## src/rtl/bottling_pkg.sv

```systemverilog
// Shared types and helpers for the bottling counter core.
//   state_t       : FSM encoding exported on the state output
//   bcd_digit_t   : one BCD nibble
//   BCD_MAX_DIGIT : largest legal BCD digit value
//   bcd_valid()   : checks that the low 'digits' nibbles of a vector are all 0..9
package bottling_pkg;

  typedef enum logic [1:0] {
    IDLE = 2'd0,
    FILL = 2'd1,
    SWAP = 2'd2,
    DONE = 2'd3
  } state_t;

  typedef logic [3:0] bcd_digit_t;

  localparam int BCD_MAX_DIGIT  = 9;
  localparam int BCD_MAX_DIGITS = 8;

  // Callers zero-extend their setting to the full 32-bit argument; only the
  // low 'digits' nibbles are inspected.
  function automatic logic bcd_valid(input logic [4*BCD_MAX_DIGITS-1:0] vec,
                                     input int digits);
    logic       ok;
    bcd_digit_t d;
    ok = 1'b1;
    for (int i = 0; i < BCD_MAX_DIGITS; i++) begin
      d = vec[4*i +: 4];
      if ((i < digits) && (d > bcd_digit_t'(BCD_MAX_DIGIT))) ok = 1'b0;
    end
    return ok;
  endfunction

endpackage

```

## src/rtl/bottling_counters_n_bcd_chain.sv

```systemverilog
// Multi-digit BCD up-counter used for every counter of the bottling core.
//   clk, reset : clock, asynchronous active-high reset (clears q)
//   clear      : synchronous clear, wins over en
//   en         : count one step
//   wrap_at    : last value before returning to 0 (all-9s gives a free-running
//                decimal counter)
//   q          : registered BCD count
//   carry_out  : high in a cycle where en makes q wrap back to 0
//   at_max     : q is all-9s
// With SATURATE=1 the counter holds at all-9s instead of wrapping.
module bcd_chain
  import bottling_pkg::*;
#(
  parameter int DIGITS   = 2,
  parameter bit SATURATE = 1'b0
) (
  input  logic                clk,
  input  logic                reset,
  input  logic                clear,
  input  logic                en,
  input  logic [4*DIGITS-1:0] wrap_at,
  output logic [4*DIGITS-1:0] q,
  output logic                carry_out,
  output logic                at_max
);

  localparam logic [4*DIGITS-1:0] ALL_NINES = {DIGITS{4'h9}};

  logic [4*DIGITS-1:0] r_q;
  logic [4*DIGITS-1:0] w_inc;
  logic                w_carry;
  logic                w_hold;
  logic                w_hit;

  // Ripple decimal increment: each 9 becomes 0 and passes the carry on.
  always_comb begin
    w_inc   = r_q;
    w_carry = 1'b1;
    for (int i = 0; i < DIGITS; i++) begin
      if (w_carry) begin
        if (r_q[4*i +: 4] >= bcd_digit_t'(BCD_MAX_DIGIT)) begin
          w_inc[4*i +: 4] = 4'd0;
        end else begin
          w_inc[4*i +: 4] = r_q[4*i +: 4] + 4'd1;
          w_carry         = 1'b0;
        end
      end
    end
  end

  assign at_max    = (r_q == ALL_NINES);
  assign w_hold    = SATURATE && at_max;
  assign w_hit     = (r_q == wrap_at);
  assign carry_out = en && !w_hold && w_hit;
  assign q         = r_q;

  always_ff @(posedge clk or posedge reset) begin
    if (reset) begin
      r_q <= '0;
    end else if (clear) begin
      r_q <= '0;
    end else if (en && !w_hold) begin
      r_q <= w_hit ? '0 : w_inc;
    end
  end

endmodule

```

## src/rtl/bottling_counters_n.sv

```systemverilog
// Pill/bottle counting core for the bottling line.
//   clk, reset     : clock, asynchronous active-high reset
//   start, abort   : single-cycle run control (abort wins over everything)
//   pill_pulse     : single-cycle pill detect, already synchronous to clk
//   bottle_ready   : level, empty bottle positioned under the chute
//   bottle_setting : target bottle count (BCD), latched at start
//   pill_setting   : pills per bottle (BCD), latched at start
//   total, bottle, pill, spill : registered BCD counters
//   state, busy, finished      : decoded straight from the state register
//   bottle_full    : one-cycle pulse when a bottle completes
//   setting_error  : sticky, a setting held a non-BCD digit at start
//   total_wrap     : sticky, total rolled over past all-9s
//
// Bottle-swap handshake: after a bottle completes the core sits in SWAP and
// waits for bottle_ready, sampled through one register, to be seen low and
// then high; that rising edge is the "new bottle in place" event that
// re-enters FILL. The first SWAP after start is pre-armed so an already
// present bottle is accepted. Pulses seen while in SWAP (including the cycle
// of the edge) are spills.
module bottling_counters_n
  import bottling_pkg::*;
#(
  parameter int TOTAL_DIGITS  = 3,
  parameter int BOTTLE_DIGITS = 2,
  parameter int PILL_DIGITS   = 2,
  parameter int SPILL_DIGITS  = 2
) (
  input  logic                       clk,
  input  logic                       reset,
  input  logic                       start,
  input  logic                       abort,
  input  logic                       pill_pulse,
  input  logic                       bottle_ready,
  input  logic [4*BOTTLE_DIGITS-1:0] bottle_setting,
  input  logic [4*PILL_DIGITS-1:0]   pill_setting,
  output logic [4*TOTAL_DIGITS-1:0]  total,
  output logic [4*BOTTLE_DIGITS-1:0] bottle,
  output logic [4*PILL_DIGITS-1:0]   pill,
  output logic [4*SPILL_DIGITS-1:0]  spill,
  output logic [1:0]                 state,
  output logic                       busy,
  output logic                       bottle_full,
  output logic                       finished,
  output logic                       setting_error,
  output logic                       total_wrap
);

  localparam logic [4*TOTAL_DIGITS-1:0]  TOTAL_NINES  = {TOTAL_DIGITS{4'h9}};
  localparam logic [4*BOTTLE_DIGITS-1:0] BOTTLE_NINES = {BOTTLE_DIGITS{4'h9}};
  localparam logic [4*SPILL_DIGITS-1:0]  SPILL_NINES  = {SPILL_DIGITS{4'h9}};

  state_t                     r_state;
  state_t                     w_next;
  logic [4*BOTTLE_DIGITS-1:0] r_bottle_set;
  logic [4*PILL_DIGITS-1:0]   r_pill_set;
  logic                       r_ready_q;
  logic                       r_seen_low;
  logic                       r_bottle_full;
  logic                       r_setting_error;
  logic                       r_total_wrap;

  logic                       w_start_ok;
  logic                       w_set_ok;
  logic                       w_set_zero;
  logic                       w_fill_pulse;
  logic                       w_swap_pulse;
  logic                       w_ready_edge;
  logic                       w_pill_wrap;
  logic                       w_total_carry;
  logic                       w_last_bottle;
  logic [4*PILL_DIGITS-1:0]   w_pill_last;
  logic [4*BOTTLE_DIGITS-1:0] w_bottle_inc;
  logic                       w_borrow;
  logic                       w_carry;

  assign w_start_ok   = start && !abort && ((r_state == IDLE) || (r_state == DONE));
  assign w_set_ok     = bcd_valid(32'(bottle_setting), BOTTLE_DIGITS) &&
                        bcd_valid(32'(pill_setting), PILL_DIGITS);
  assign w_set_zero   = (bottle_setting == '0) || (pill_setting == '0);
  assign w_fill_pulse = pill_pulse && !abort && (r_state == FILL);
  assign w_swap_pulse = pill_pulse && !abort && (r_state == SWAP);
  assign w_ready_edge = r_seen_low && r_ready_q;

  // Pill counter wraps after setting-1: decimal decrement of the latched
  // setting. FILL is only reachable with a non-zero setting, so no underflow.
  always_comb begin
    w_pill_last = r_pill_set;
    w_borrow    = 1'b1;
    for (int i = 0; i < PILL_DIGITS; i++) begin
      if (w_borrow) begin
        if (r_pill_set[4*i +: 4] == 4'd0) begin
          w_pill_last[4*i +: 4] = 4'd9;
        end else begin
          w_pill_last[4*i +: 4] = r_pill_set[4*i +: 4] - 4'd1;
          w_borrow              = 1'b0;
        end
      end
    end
  end

  // Value the bottle counter takes when the current bottle completes.
  always_comb begin
    w_bottle_inc = bottle;
    w_carry      = 1'b1;
    for (int i = 0; i < BOTTLE_DIGITS; i++) begin
      if (w_carry) begin
        if (bottle[4*i +: 4] >= bcd_digit_t'(BCD_MAX_DIGIT)) begin
          w_bottle_inc[4*i +: 4] = 4'd0;
        end else begin
          w_bottle_inc[4*i +: 4] = bottle[4*i +: 4] + 4'd1;
          w_carry                = 1'b0;
        end
      end
    end
  end

  assign w_last_bottle = (w_bottle_inc == r_bottle_set);

  bcd_chain #(.DIGITS(PILL_DIGITS), .SATURATE(1'b0)) u_pill (
    .clk(clk), .reset(reset), .clear(w_start_ok), .en(w_fill_pulse),
    .wrap_at(w_pill_last), .q(pill), .carry_out(w_pill_wrap), .at_max()
  );

  bcd_chain #(.DIGITS(TOTAL_DIGITS), .SATURATE(1'b0)) u_total (
    .clk(clk), .reset(reset), .clear(w_start_ok), .en(w_fill_pulse),
    .wrap_at(TOTAL_NINES), .q(total), .carry_out(w_total_carry), .at_max()
  );

  bcd_chain #(.DIGITS(BOTTLE_DIGITS), .SATURATE(1'b0)) u_bottle (
    .clk(clk), .reset(reset), .clear(w_start_ok), .en(w_pill_wrap),
    .wrap_at(BOTTLE_NINES), .q(bottle), .carry_out(), .at_max()
  );

  bcd_chain #(.DIGITS(SPILL_DIGITS), .SATURATE(1'b1)) u_spill (
    .clk(clk), .reset(reset), .clear(w_start_ok), .en(w_swap_pulse),
    .wrap_at(SPILL_NINES), .q(spill), .carry_out(), .at_max()
  );

  always_comb begin
    w_next = r_state;
    if (abort) begin
      w_next = IDLE;
    end else begin
      case (r_state)
        IDLE, DONE: begin
          if (start) begin
            if (!w_set_ok)      w_next = IDLE;
            else if (w_set_zero) w_next = DONE;
            else                 w_next = SWAP;
          end
        end
        FILL: begin
          if (w_pill_wrap) w_next = w_last_bottle ? DONE : SWAP;
        end
        SWAP: begin
          if (w_ready_edge) w_next = FILL;
        end
        default: w_next = IDLE;
      endcase
    end
  end

  always_ff @(posedge clk or posedge reset) begin
    if (reset) begin
      r_state         <= IDLE;
      r_bottle_set    <= '0;
      r_pill_set      <= '0;
      r_ready_q       <= 1'b0;
      r_seen_low      <= 1'b0;
      r_bottle_full   <= 1'b0;
      r_setting_error <= 1'b0;
      r_total_wrap    <= 1'b0;
    end else begin
      r_state       <= w_next;
      r_ready_q     <= bottle_ready;
      r_bottle_full <= w_pill_wrap;

      if (w_start_ok) begin
        r_bottle_set    <= bottle_setting;
        r_pill_set      <= pill_setting;
        r_setting_error <= !w_set_ok;
      end

      if (w_start_ok)         r_total_wrap <= 1'b0;
      else if (w_total_carry) r_total_wrap <= 1'b1;

      // Pre-armed for the first bottle; disarmed when a bottle completes so
      // the swap needs a fresh low-then-high on bottle_ready.
      if (w_start_ok)                          r_seen_low <= 1'b1;
      else if (w_pill_wrap)                    r_seen_low <= 1'b0;
      else if ((r_state == SWAP) && !r_ready_q) r_seen_low <= 1'b1;
    end
  end

  assign state         = r_state;
  assign busy          = (r_state == FILL) || (r_state == SWAP);
  assign finished      = (r_state == DONE);
  assign bottle_full   = r_bottle_full;
  assign setting_error = r_setting_error;
  assign total_wrap    = r_total_wrap;

endmodule
```

## config.mk

```make
export PLATFORM = sky130hd
export DESIGN_NAME = bottling_counters_n
export DESIGN_NICKNAME = d
export VERILOG_FILES = /design/src/rtl/bottling_pkg.sv /design/src/rtl/bottling_counters_n_bcd_chain.sv /design/src/rtl/bottling_counters_n.sv
export SDC_FILE = /design/constraint.sdc
export NUM_CORES = 1
export LEC_CHECK = 0
export CAP_MARGIN = 10
export CORE_UTILIZATION = 40
export DETAILED_ROUTE_END_ITERATION = 7
export SETUP_SLACK_MARGIN = 0.1
export SLEW_MARGIN = 30
export SYNTH_ARGS = -nofsm -noshare
export SYNTH_HDL_FRONTEND = slang
export SYNTH_SLANG_ARGS = --single-unit
```

## constraint.sdc

```tcl
create_clock -name clk -period 3.15 [get_ports clk]
set_input_delay 0.63 -clock clk [delete_from_list [all_inputs] [get_ports clk]]
set_output_delay 0.63 -clock clk [all_outputs]
set_load 0.02 [all_outputs]
```

==> impl_metrics.ini <==
[setup_path]
slowest_delay_ps = 560
rr_startpoint = r_pill_set[1]$_DFFE_PP0P_
crit_family = simple AND/OR/NAND/NOR gates
cp-start-kind = flip-flop
cp_common_cell = a21oi_1
path_depth = 7
critPathBufInv = 0
path_max_fanout = 14
critPathKind = flip-flop to flip-flop
crit_arrival_ps = 3110
worstPathCellList = or4b_1 -> o211ai_1 -> a21oi_1 -> a2111oi_4 -> nand3_4 -> or4_1 -> a21oi_1
cp-end-kind = flip-flop
r2r_cells = 7
crit_start = r_pill_set[1]$_DFFE_PP0P_
critical_path_required_ps = 3410
crit_slowest_cell = a2111oi_4

[clock_tree]
cts_buffers = 9
max-clock-path-buffers = 2
clk_pin_slew_ps = 60
hold_buffers = 0
htreeDepth = 3
cts.repair.resized = 0
clock_sinks = 59
clkLatencyLatePin_ps = 330
clockRootBuffer = clkbuf_8
cts_tree = yes
postCtsSetupBuffers = 0

[worst_hold_path]
worstHoldPathCells = 2
hold_start = setting_error$_DFFE_PP0P_
worstHoldPathType = flip-flop to flip-flop

[logic_synthesis]
syn_area_um2 = 3780
synth_compound_area_frac = 0.188
synth_top_area_cell = dfrtp_1
yosysUniqueCellTypes = 62
ys_seq_area_frac = 0.390
synth_top_family_by_area = simple AND/OR/NAND/NOR gates
synth_edf_count = 0
ys.flop_type = dfrtp_1
synthAdderAreaFrac = 0.0992
synthTopCellsByArea = dfrtp_1 39%, ha_1 9.9%, nand2_1 8.4%
synthCells = 445
synth_warnings = 0
yosys.area_share.simple = 0.231
synth_xor_area_frac = 0.0278
syn_nets = 497
synth_top_area_frac = 0.390
ys_seq_elements = 59
ys_async_sr_fraction = 1.00
synth.area.mux_share = 0.0132
synth_common_cells = 85 x nand2_1, 59 x dfrtp_1, 40 x o21ai_0
synth.most_common_cell = nand2_1
syn_area_per_cell_um2 = 8.50

[sta]
finalSetupTns_ps = 0
final_max_slew_viol_count = 0
fmax_ghz = 0.350
period_share = 0.906
slew_headroom = 0.534
fin_ws_ps = 297
fin_crit_ps = 2850
rsz0062_at_grt = false
skew_ps = 5.97
tightest_slew_ps = 700
hold_viol = 0
finalSetupViolCount = 0

[global_routing]
gr-total-overflow = 0
grt_max_degree = 36
antenna_found_initial = 0
grt_pass1_wl_um = 16400
first_global_vias = 3406
grt_usage = 0.209

[final_layout]
drive_above_1_share = 0.0597
fin_nets = 567
diodes = 0
fillCellCount = 909
fin_util = 0.519
syn2layout_area_growth_pct = 26.1
stdcell_area_um2 = 4770

[floorplanning]
die_w_um = 99.3
top_level_ports = 65
die_y_um = 99.3
core_um2 = 9200
fp-row-count = 35
dieArea_um2 = 9850
initial_core_util = 0.411

[status]
outcome = complete, no violations

[drt]
drc_errors = 0
drtIter0Drc = 130
wl_per_cell_um = 15.3
firstDrtPassIters = 4
drtAntennaViolNets = 0
dr_total_vias = 3419
routed_via_density = 5.43
wirelength_um = 9640

[place]
placed_area_um2 = 4570
dp_hpwl_um = 6950
io_buffers = 64
pre_cts_ws_ps = 198
gp_congestion = 0.831

[job]
maxCapViolCount = 0

[power_and_ir_drop]
ir_drop_uv = 281
power_density_nw_per_um2 = 668
power_leakage_nw = 2.11
[worst min-delay path, cell delays in order, from the launching register on]
cell and delay (ps):
dfrtp_1 340, nand2_1 50, nand2_1 50
[path summary, 6_finish.rpt]
| path | to | slack [ps] |
|---|---|---|
| worst max-delay path | u_bottle.q[4]$_DFFE_PP0P_ | 300 |
| worst min-delay path | setting_error$_DFFE_PP0P_ | 480 |
| worst max register to register | u_bottle.q[4]$_DFFE_PP0P_ | 300 |
| worst min register to register | setting_error$_DFFE_PP0P_ | 480 |
| max in group asynchronous | r_pill_set[2]$_DFFE_PP0P_ | 1890 |
| min in group asynchronous | u_total.q[10]$_DFFE_PP0P_ | 670 |
[area by class of cell]
| class | count | area (um2) | area share |
|---|---|---|---|
| multi-input cells | 338 | 2130 | 0.445 |
| flip-flops and latches | 59 | 1480 | 0.309 |
| repair buffers | 70 | 698 | 0.146 |
| clock buffers | 13 | 159 | 0.0333 |
| inverters | 37 | 139 | 0.0291 |
| well taps | 111 | 139 | 0.0291 |
| clock inverters | 2 | 35.0 | 0.00734 |
[cells in the final DEF, fill, tap and decap left out, types with 5 or more instances in the layout]
| cell type | instances |
|---|---|
| a21oi_1 | 23 |
| o21ai_0 | 40 |
| buf_4 | 5 |
| ha_1 | 30 |
| o211ai_1 | 5 |
| mux2i_1 | 5 |
| and2_1 | 5 |
| nor2_1 | 25 |
| xor2_1 | 6 |
| nor3_1 | 8 |
| clkdlybuf4s50_1 | 64 |
| nand2_1 | 85 |
| xnor2_1 | 6 |
| nor4_1 | 7 |
| clkbuf_8 | 11 |
| nand3_1 | 19 |
| inv_1 | 36 |
| dfrtp_1 | 59 |
[flip-flops by register name (all words and copies together) (netlist names)]
signal,cells
bottle_full,1
r_bottle_set,8
r_pill_set,8
r_ready_q,1
r_seen_low,1
setting_error,1
state,2
total_wrap,1
u_bottle.q,8
u_pill.q,8
u_spill.q,8
u_total.q,12
[layer usage]
layer	routed length [um]	track usage
met1	4600	0.280
met2	4530	0.339
met3	388	0.0499
met4	125	0.0554
met5	0	0
[cell families (layout without fill, tap and decap cells)]
group | Yosys count | after routing
fa+ha+maj | 30 | 30
compound gates | 108 | 108
buf+inv | 48 | 122
flops | 59 | 59
simple gates | 183 | 183
mux | 5 | 5
xor+xnor | 12 | 12
[stage by stage]
stage | hold WS (ps) | power (mW) | instances
after floorplan | 466 | 1.99 | 445
after detailed placement | 469 | 2.49 | 615
after CTS | 485 | 3.22 | 630
after global routing | 521 | 3.44 | 630
final | 477 | 3.19 | 630
after global placement | 459 | 2.46 | 615
[power by group]
part | internal, mW | leakage [nW] | switching [mW]
clock | 0.404 | 0.0995 | 0.297
combinational | 0.580 | 1.25 | 0.726
sequential | 0.928 | 0.760 | 0.252
total | 1.91 | 2.11 | 1.28
No activity file was read; power rests on OpenSTA's default activity.
